**src/rtl/mcr3_pkg.sv**
```systemverilog
// Shared types and constants for the MCR3 ROM loader: game ids, ROM regions
// and the per-game sprite ROM base address.
package mcr3_pkg;

  typedef enum logic [1:0] {
    GAME_TAPPER   = 2'd0,
    GAME_TIMBER   = 2'd1,
    GAME_DOTRON   = 2'd2,
    GAME_DEMODERB = 2'd3
  } game_e;

  typedef enum logic [1:0] {
    REG_CPU = 2'd0,
    REG_SP  = 2'd1,
    REG_DL  = 2'd2
  } region_e;

  localparam logic [24:0] DL_BASE_DEF = 25'h32000;
  localparam int          FIFO_W      = 33;

  function automatic logic [24:0] sp_base(input game_e g);
    case (g)
      GAME_TIMBER:   return 25'h11000;
      GAME_DEMODERB: return 25'h14000;
      default:       return 25'h12000;
    endcase
  endfunction

endpackage

```
**src/rtl/mcr3_dl_fifo.sv**
```systemverilog
// Small synchronous FIFO holding captured {addr, data} download bytes.
// Pushes into a full FIFO are discarded; the producer is throttled upstream.
module mcr3_dl_fifo
  import mcr3_pkg::*;
#(
  parameter int DEPTH = 4,
  parameter int W     = FIFO_W
) (
  input  logic                       clk_sys,
  input  logic                       RESET,
  input  logic                       push_i,
  input  logic [W-1:0]               wdata_i,
  input  logic                       pop_i,
  output logic [W-1:0]               rdata_o,
  output logic                       empty_o,
  output logic [$clog2(DEPTH):0]     count_o
);

  localparam int             AW       = $clog2(DEPTH);
  localparam logic [AW:0]    FULL_CNT = (AW+1)'(DEPTH);

  logic [W-1:0]  mem_q [DEPTH];
  logic [AW-1:0] wr_ptr_q;
  logic [AW-1:0] rd_ptr_q;
  logic [AW:0]   count_q;
  logic          do_push;
  logic          do_pop;

  assign empty_o = (count_q == '0);
  assign do_push = push_i && (count_q != FULL_CNT);
  assign do_pop  = pop_i && !empty_o;
  assign rdata_o = mem_q[rd_ptr_q];
  assign count_o = count_q;

  always_ff @(posedge clk_sys) begin
    if (RESET) begin
      wr_ptr_q <= '0;
      rd_ptr_q <= '0;
      count_q  <= '0;
    end else begin
      if (do_push) wr_ptr_q <= wr_ptr_q + 1'b1;
      if (do_pop)  rd_ptr_q <= rd_ptr_q + 1'b1;
      case ({do_push, do_pop})
        2'b10:   count_q <= count_q + 1'b1;
        2'b01:   count_q <= count_q - 1'b1;
        default: count_q <= count_q;
      endcase
    end
  end

  always_ff @(posedge clk_sys) begin
    if (do_push && !RESET) mem_q[wr_ptr_q] <= wdata_i;
  end

endmodule

```
**src/rtl/mcr3_rom_loader.sv**
```systemverilog
// MCR3 ROM loader: captures the hps_io download stream, routes each byte to the
// CPU or sprite SDRAM port (toggle handshake) or the graphics BRAM strobe.
//
// state    | meaning
// ST_IDLE  | pop next FIFO byte; graphics bytes complete here in one cycle
// ST_ISSUE | port regs loaded; toggle req once the port has no request pending
// ST_WAIT  | request outstanding; return to idle when ack matches req
module mcr3_rom_loader
  import mcr3_pkg::*;
#(
  parameter int          FIFO_DEPTH = 4,
  parameter logic [15:0] RST_CNT    = 16'hFFFF,
  parameter logic [24:0] DL_BASE    = DL_BASE_DEF
) (
  input  logic        clk_sys,
  input  logic        RESET,
  input  logic        status_reset,
  input  logic        ioctl_download,
  input  logic        ioctl_wr,
  input  logic [7:0]  ioctl_index,
  input  logic [24:0] ioctl_addr,
  input  logic [7:0]  ioctl_dout,
  output logic        ioctl_wait,
  output logic [1:0]  mod_sel,
  output logic        port1_req,
  input  logic        port1_ack,
  output logic [22:0] port1_a,
  output logic [1:0]  port1_ds,
  output logic [15:0] port1_d,
  output logic        port2_req,
  input  logic        port2_ack,
  output logic [22:0] port2_a,
  output logic [1:0]  port2_ds,
  output logic [15:0] port2_d,
  output logic        dl_wr,
  output logic [24:0] dl_addr,
  output logic [7:0]  dl_data,
  output logic        rom_loaded,
  output logic        core_reset
);

  localparam int            CW       = $clog2(FIFO_DEPTH) + 1;
  localparam logic [CW-1:0] WAIT_CNT = CW'(FIFO_DEPTH - 1);

  typedef enum logic [1:0] {ST_IDLE, ST_ISSUE, ST_WAIT} state_e;

  state_e state_q, state_d;

  // Power-up values only; these hold across RESET.
  logic        port1_req_q  = 1'b0;
  logic        port2_req_q  = 1'b0;
  logic [1:0]  mod_sel_q    = 2'd0;
  logic        rom_loaded_q = 1'b0;
  logic        rom_wr_prev_q = 1'b0;
  logic        dl_prev_q    = 1'b0;

  logic        sel_sp_q, sel_sp_d;
  logic [22:0] port1_a_q, port2_a_q;
  logic [1:0]  port1_ds_q, port2_ds_q;
  logic [15:0] port1_d_q, port2_d_q;
  logic        wait_q, dl_wr_q, core_reset_q;
  logic [24:0] dl_addr_q;
  logic [7:0]  dl_data_q;
  logic [15:0] cnt_q;

  logic          rom_strobe, push, pop;
  logic [32:0]   head;
  logic          fifo_empty;
  logic [CW-1:0] fifo_count;
  logic [24:0]   head_addr, sp_base_w, dl_off;
  logic [7:0]    head_data;
  logic [18:0]   sp_off;
  logic [22:0]   sp_a;
  logic [1:0]    sp_ds;
  region_e       region;
  logic          load_p1, load_p2, dl_fire, tgl1, tgl2;
  logic          sel_req, sel_ack;

  assign rom_strobe = ioctl_wr && (ioctl_index == 8'd0);
  assign push       = rom_strobe && !rom_wr_prev_q;

  mcr3_dl_fifo #(.DEPTH(FIFO_DEPTH), .W(FIFO_W)) u_fifo (
    .clk_sys (clk_sys),
    .RESET   (RESET),
    .push_i  (push),
    .wdata_i ({ioctl_addr, ioctl_dout}),
    .pop_i   (pop),
    .rdata_o (head),
    .empty_o (fifo_empty),
    .count_o (fifo_count)
  );

  assign head_addr = head[32:8];
  assign head_data = head[7:0];
  assign sp_base_w = sp_base(game_e'(mod_sel_q));
  assign sp_off    = 19'(head_addr - sp_base_w);
  assign dl_off    = head_addr - DL_BASE;

  always_comb begin
    if (head_addr >= DL_BASE)        region = REG_DL;
    else if (head_addr >= sp_base_w) region = REG_SP;
    else                             region = REG_CPU;
  end

  // Dotron packs its sprite ROMs differently from the other three games.
  always_comb begin
    if (game_e'(mod_sel_q) == GAME_DOTRON) begin
      sp_a  = {8'd0, sp_off[13:0], sp_off[15]};
      sp_ds = {sp_off[14], ~sp_off[14]};
    end else begin
      sp_a  = {5'd0, sp_off[18:17], sp_off[14:0], sp_off[16]};
      sp_ds = {sp_off[15], ~sp_off[15]};
    end
  end

  assign sel_req = sel_sp_q ? port2_req_q : port1_req_q;
  assign sel_ack = sel_sp_q ? port2_ack   : port1_ack;

  always_comb begin
    state_d  = state_q;
    sel_sp_d = sel_sp_q;
    pop      = 1'b0;
    load_p1  = 1'b0;
    load_p2  = 1'b0;
    dl_fire  = 1'b0;
    tgl1     = 1'b0;
    tgl2     = 1'b0;
    if (!RESET) begin
      case (state_q)
        ST_IDLE: begin
          if (!fifo_empty) begin
            pop = 1'b1;
            case (region)
              REG_DL: dl_fire = 1'b1;
              REG_SP: begin
                load_p2  = 1'b1;
                sel_sp_d = 1'b1;
                state_d  = ST_ISSUE;
              end
              default: begin
                load_p1  = 1'b1;
                sel_sp_d = 1'b0;
                state_d  = ST_ISSUE;
              end
            endcase
          end
        end
        // Guard also absorbs an ack that arrives late after a RESET in WAIT.
        ST_ISSUE: begin
          if (sel_req == sel_ack) begin
            tgl1    = !sel_sp_q;
            tgl2    = sel_sp_q;
            state_d = ST_WAIT;
          end
        end
        ST_WAIT: begin
          if (sel_ack == sel_req) state_d = ST_IDLE;
        end
        default: state_d = ST_IDLE;
      endcase
    end
  end

  always_ff @(posedge clk_sys) begin
    if (RESET) begin
      state_q <= ST_IDLE;
      wait_q  <= 1'b0;
      dl_wr_q <= 1'b0;
    end else begin
      state_q <= state_d;
      wait_q  <= (fifo_count >= WAIT_CNT);
      dl_wr_q <= dl_fire;
    end
  end

  always_ff @(posedge clk_sys) begin
    sel_sp_q      <= sel_sp_d;
    rom_wr_prev_q <= rom_strobe;
    dl_prev_q     <= ioctl_download;
    if (load_p1) begin
      port1_a_q  <= head_addr[23:1];
      port1_ds_q <= {head_addr[0], ~head_addr[0]};
      port1_d_q  <= {head_data, head_data};
    end
    if (load_p2) begin
      port2_a_q  <= sp_a;
      port2_ds_q <= sp_ds;
      port2_d_q  <= {head_data, head_data};
    end
    if (dl_fire) begin
      dl_addr_q <= dl_off;
      dl_data_q <= head_data;
    end
    if (tgl1) port1_req_q <= ~port1_req_q;
    if (tgl2) port2_req_q <= ~port2_req_q;
    if (ioctl_wr && (ioctl_index == 8'd1)) mod_sel_q <= ioctl_dout[1:0];
    if (ioctl_download && !dl_prev_q && (ioctl_index == 8'd0))
      rom_loaded_q <= 1'b0;
    else if (!ioctl_download && fifo_empty && (state_q == ST_IDLE))
      rom_loaded_q <= 1'b1;
  end

  // Core reset is released after the load, then re-pulsed once at cnt==1.
  always_ff @(posedge clk_sys) begin
    if (RESET || status_reset || !rom_loaded_q) cnt_q <= RST_CNT;
    else if (cnt_q != 16'd0)                    cnt_q <= cnt_q - 16'd1;
    core_reset_q <= RESET || status_reset || !rom_loaded_q || (cnt_q == 16'd1);
  end

  assign ioctl_wait = wait_q;
  assign mod_sel    = mod_sel_q;
  assign port1_req  = port1_req_q;
  assign port1_a    = port1_a_q;
  assign port1_ds   = port1_ds_q;
  assign port1_d    = port1_d_q;
  assign port2_req  = port2_req_q;
  assign port2_a    = port2_a_q;
  assign port2_ds   = port2_ds_q;
  assign port2_d    = port2_d_q;
  assign dl_wr      = dl_wr_q;
  assign dl_addr    = dl_addr_q;
  assign dl_data    = dl_data_q;
  assign rom_loaded = rom_loaded_q;
  assign core_reset = core_reset_q;

endmodule
```
**config.mk**
```make
export PLATFORM = sky130hd
export DESIGN_NAME = mcr3_rom_loader
export DESIGN_NICKNAME = d
export VERILOG_FILES = /design/src/rtl/mcr3_pkg.sv /design/src/rtl/mcr3_dl_fifo.sv /design/src/rtl/mcr3_rom_loader.sv
export SDC_FILE = /design/constraint.sdc
export NUM_CORES = 1
export LEC_CHECK = 0
export BUFFER_PORTS_ARGS = -buffer_cell sky130_fd_sc_hd__buf_2
export CORE_AREA = 4 4 148 150
export CTS_BUF_LIST = sky130_fd_sc_hd__clkbuf_2 sky130_fd_sc_hd__clkbuf_4 sky130_fd_sc_hd__clkbuf_8
export DETAILED_ROUTE_END_ITERATION = 8
export DIE_AREA = 0 0 152 154
export PLACE_DENSITY = 0.75
export SLEW_MARGIN = 20
export SYNTH_ARGS = -nofsm -noshare
export SYNTH_HDL_FRONTEND = slang
export SYNTH_HIERARCHICAL = 1
export SYNTH_SLANG_ARGS = --single-unit
```
**constraint.sdc**
```tcl
create_clock -name clk_sys -period 6.6 [get_ports clk_sys]
set_input_delay 1.65 -clock clk_sys [delete_from_list [all_inputs] [get_ports clk_sys]]
set_output_delay 1.65 -clock clk_sys [all_outputs]
set_load 0.005 [all_outputs]
```
==> results.txt <==
----------------------------------------------------
[Place]
  Minimum setup slack after placement ... 2.11 ns
  IO Port Bufs ... 165
  Dpl cells ... 980
  Placer Congestion ... 0.750
  Placed wire-length estimate ... 13400 um

[Synthesis]
  Count of flip-flops with a built-in enable after synthesis ... 231
  Most instantiated flip-flop cell in the synthesis netlist ... edfxtp_1
  Cell type with the highest aggregate area in the netlist ... edfxtp_1
  Synth Register Bits ... 264
  Area share of the leading cell type in the synthesized netlist ... 0.687
  Cell area after technology mapping ... 0.0101 mm2
  Share of the yosys chip area belonging to registers ... 0.753
  Ranking of synthesized cells by area ... edfxtp_1 69%, mux4_2 6.7%, dfxtp_1 6.5%
  Yosys synthesis warning count ... 6
  Count of different cell masters after synthesis ... 50
  Syn avg cell area ... 17.9 um2
  Fraction of registers with async set/reset ... 0
  Mapped Cells ... 563

[Pwr]
  Combinational Power Share ... 0.010
  Max VDD drop ... 0.252 mV
  Power density normalized to cell area ... 269 mW/mm2
  Total chip power ... 3210 uW
  Standby leakage power ... 0.00422 uW
  Share of total power in sequential cells ... 0.563
  Switching fraction of total power ... 0.187
  Cell internal pwr ... 2610 uW
  Clock power share ... 0.426
  Net switching power ... 599 uW

[Critical path]
  Biggest cell delay along the critical path ... 0.80 ns
  WP data arrival ... 4.59 ns
  Slowest stage cell on the critical path ... dfxtp_2
  Endpoint of the most critical register-to-register path ... port2_a[4]
  Category of the worst setup path capture point ... register
  Crit-path cells ... buf_4, mux4_2, inv_1, ha_1, nand2b_1, a21boi_0, nand3_1, o21bai_1, nor2_4
  Worst Setup Path Type ... reg -> reg
  Required time worst endpoint ... 6.73 ns
  Reg2reg path depth ... 9
  Buffers & Inverters on Critical Path ... 2
  Top fanout value on the critical path ... 28
  Startpoint type of the worst setup path ... register
  CP delay by family, top ... simple AND/OR/NAND/NOR gates
  Worst reg2reg setup slack ... 2.14 ns

[Clock network]
  Clock latency on the worst-skew pair ... 0.53 ns
  Clock Sinks ... 264
  Number of clock buffers inserted by TritonCTS ... 40
  Bufs on Longest Clock Path ... 3
  Clock tree from TritonCTS ... built
  Clock slew at the register clock pins of the worst setup and hold paths ... 0.06 ns
  Quantity of hold-fixing buffers added after cts ... 0
  Number of buffers inserted by post-CTS setup repair ... 0
  Clock tree root buffer cell ... clkbuf_8
  Total of cells resized after clock tree synthesis ... 0
  H-Tree Level Count ... 2

[Route]
  DR WL/cell ... 18.7 um
  Starting DRC count in detailed routing ... 420
  First-pass iteration count of the detailed router ... 4
  # DRC ... 0
  Number of vias in the routed layout ... 5386
  Aggregate routed wire length ... 19500 um
  Via-to-Cell Ratio ... 5.15
  Remaining antenna violation count ... 0

[Run]
  Max Cap Viol ... 0

[Global route]
  First-pass GRT wire length ... 30800 um
  Initial antenna violation count ... 1
  Maximum number of pins on one net before global-route repair ... 34
  Via count of the first global-routing pass ... 5586
  Grt ovf ... 0
  GRT Total Usage ... 0.166

[Layout]
  Synthesis-to-finish area growth ... 18.1%
  Storage element area ... 0.00760 mm2
  Fraction of final layout cells with drive strength greater than 1 ... 0.361
  Commonest non-fill, non-tap cell in the layout ... edfxtp_1
  Inserted Diodes ... 0
  Final net count ... 808
  Final standard cell count with taps included and fillers excluded ... 1045
  Commonest cells after routing, fill and taps aside ... 231 x edfxtp_1, 165 x buf_2, 43 x clkbuf_8
  Total area of multi-input combinational cells ... 0.00218 mm2
  Fill cell instance count of the final layout ... 1553

[STA]
  Clock Skews ... 0.0337 ns
  Final-layout worst hold slack ... 0.491 ns
  Final setup fails ... 0
  Setup repair after global routing missed its margin ... no
  Post-Route Setup TNS ... 0 ns
  Final Hold Fails ... 0
  Final Cycle Share ... 0.676
  Max-slew violation count ... 0
  Tightest Pin Transition ... 0.905 ns
  Final Critical Period ... 4.46 ns
  Worst max-slew margin expressed relative to the limit ... 0.395
  F_max ... 224 MHz
  Final WS setup ... 2.14 ns

[Outcome]
  Result of the run ... finished clean

[Die]
  Width of the die ... 152 um
  Full die area ... 0.0234 mm2
  Initial core utilization ... 0.488
  # IOs ... 171
  Core Rows ... 53
  Die extent in y ... 154 um
  Core region area ... 0.0207 mm2

[Min path]
  Instance count along the most critical hold path ... 2
  Origin of the worst min-delay path ... u_fifo/rd_ptr_q[1]
  Path class of the lowest-slack min-delay path ... reg -> reg

----------------------------------------------------
==> registers in the layout, indices dropped and copies added (netlist names), 2 cells and up, named ones only <==
signal           flops
port1_d              8
u_fifo/rd_ptr_q      2
port2_a             18
cnt_q               16
u_fifo/count_o       3
port2_d              8
u_fifo/mem_q       132
port1_ds             2
u_fifo/wr_ptr_q      2
port2_ds             2
state_q              2
dl_data              8
port1_a             23
dl_addr             25
mod_sel              2
==> metrics by stage <==
stage               utilization  cell area, um2
floorplan                     -           10100
global placement          0.536           11100
detailed placement        0.536           11100
CTS                       0.576           11900
global route              0.576           11900
finish                    0.576           11900
==> cells in the mapped netlist, drive strengths merged, types with 2 or more instances <==
library cell / instances
mux2i: 3
nand2: 29
nand3: 6
o21ai: 8
xor2: 14
clkbuf: 5
nor3b: 5
and3: 3
a21oi: 14
nor2: 29
nor2b: 4
buf: 29
nor3: 11
a21boi: 2
nor4: 11
nand2b: 5
nand4: 3
dfxtp: 33
ha: 11
or4: 2
xnor2: 16
and2: 4
inv: 25
mux4: 33
edfxtp: 231
o41ai: 2
fa: 2
mux2: 3
or3: 4
nand4b: 3
==> cell families after synthesis <==
family                     synth area share
DFF                                   0.753
and+or+nand+nor                      0.0650
buffers and inverters                0.0358
muxes                                0.0811
AOI/OAI and AO/OA                    0.0213
xor gates and xnor gates             0.0260
adders and majority gates            0.0176
other                              0.000372
==> cell type report <==
type,count,share of cell area
Timing Repair Buffer,172,0.0737
Clock buffer,49,0.0534
Inverter,25,0.00788
Clock inverter,16,0.0150
Multi-Input combinational cell,244,0.183
Sequential cell,264,0.638
Tap cell,275,0.0289
==> tightest hold or removal path, stage by stage, from the launching register on <==
cell and delay (ns):
dfxtp_1 0.30, o21ai_0 0.06, a21oi_1 0.08
==> worst max-delay path by stage <==
stage | depth (start not counted) | slack (ns) | from | end
after floorplan | 3 | 0.59 | RESET | port1_a[0]
after global placement | 7 | 2.30 | register | port2_d[7]
after detailed placement | 9 | 2.11 | register | port2_d[7]
after CTS | 9 | 2.08 | register | port2_a[2]
after global routing | 9 | 1.74 | register | port2_d[9]
final | 9 | 2.14 | register | port2_a[4]
==> power groups by stage <==
stage	registers (uW)	logic, uW	clock network [uW]
after floorplan	1840	9.22	0
after global placement	1840	30.7	0
after detailed placement	1840	33.6	0
after CTS	1810	33.8	1400
after global routing	1800	37.6	1480
final	1810	33.5	1370
==> layer usage <==
layer  wire (um)  GRT usage  vias to the layer above
li1            -          -                     2492
met1        8040      0.217                     2665
met2        9700      0.272                      191
met3        1340     0.0478                       36
met4         440     0.0522                        2
met5          13          0                        -
No activity file was read; power rests on OpenSTA's default activity.
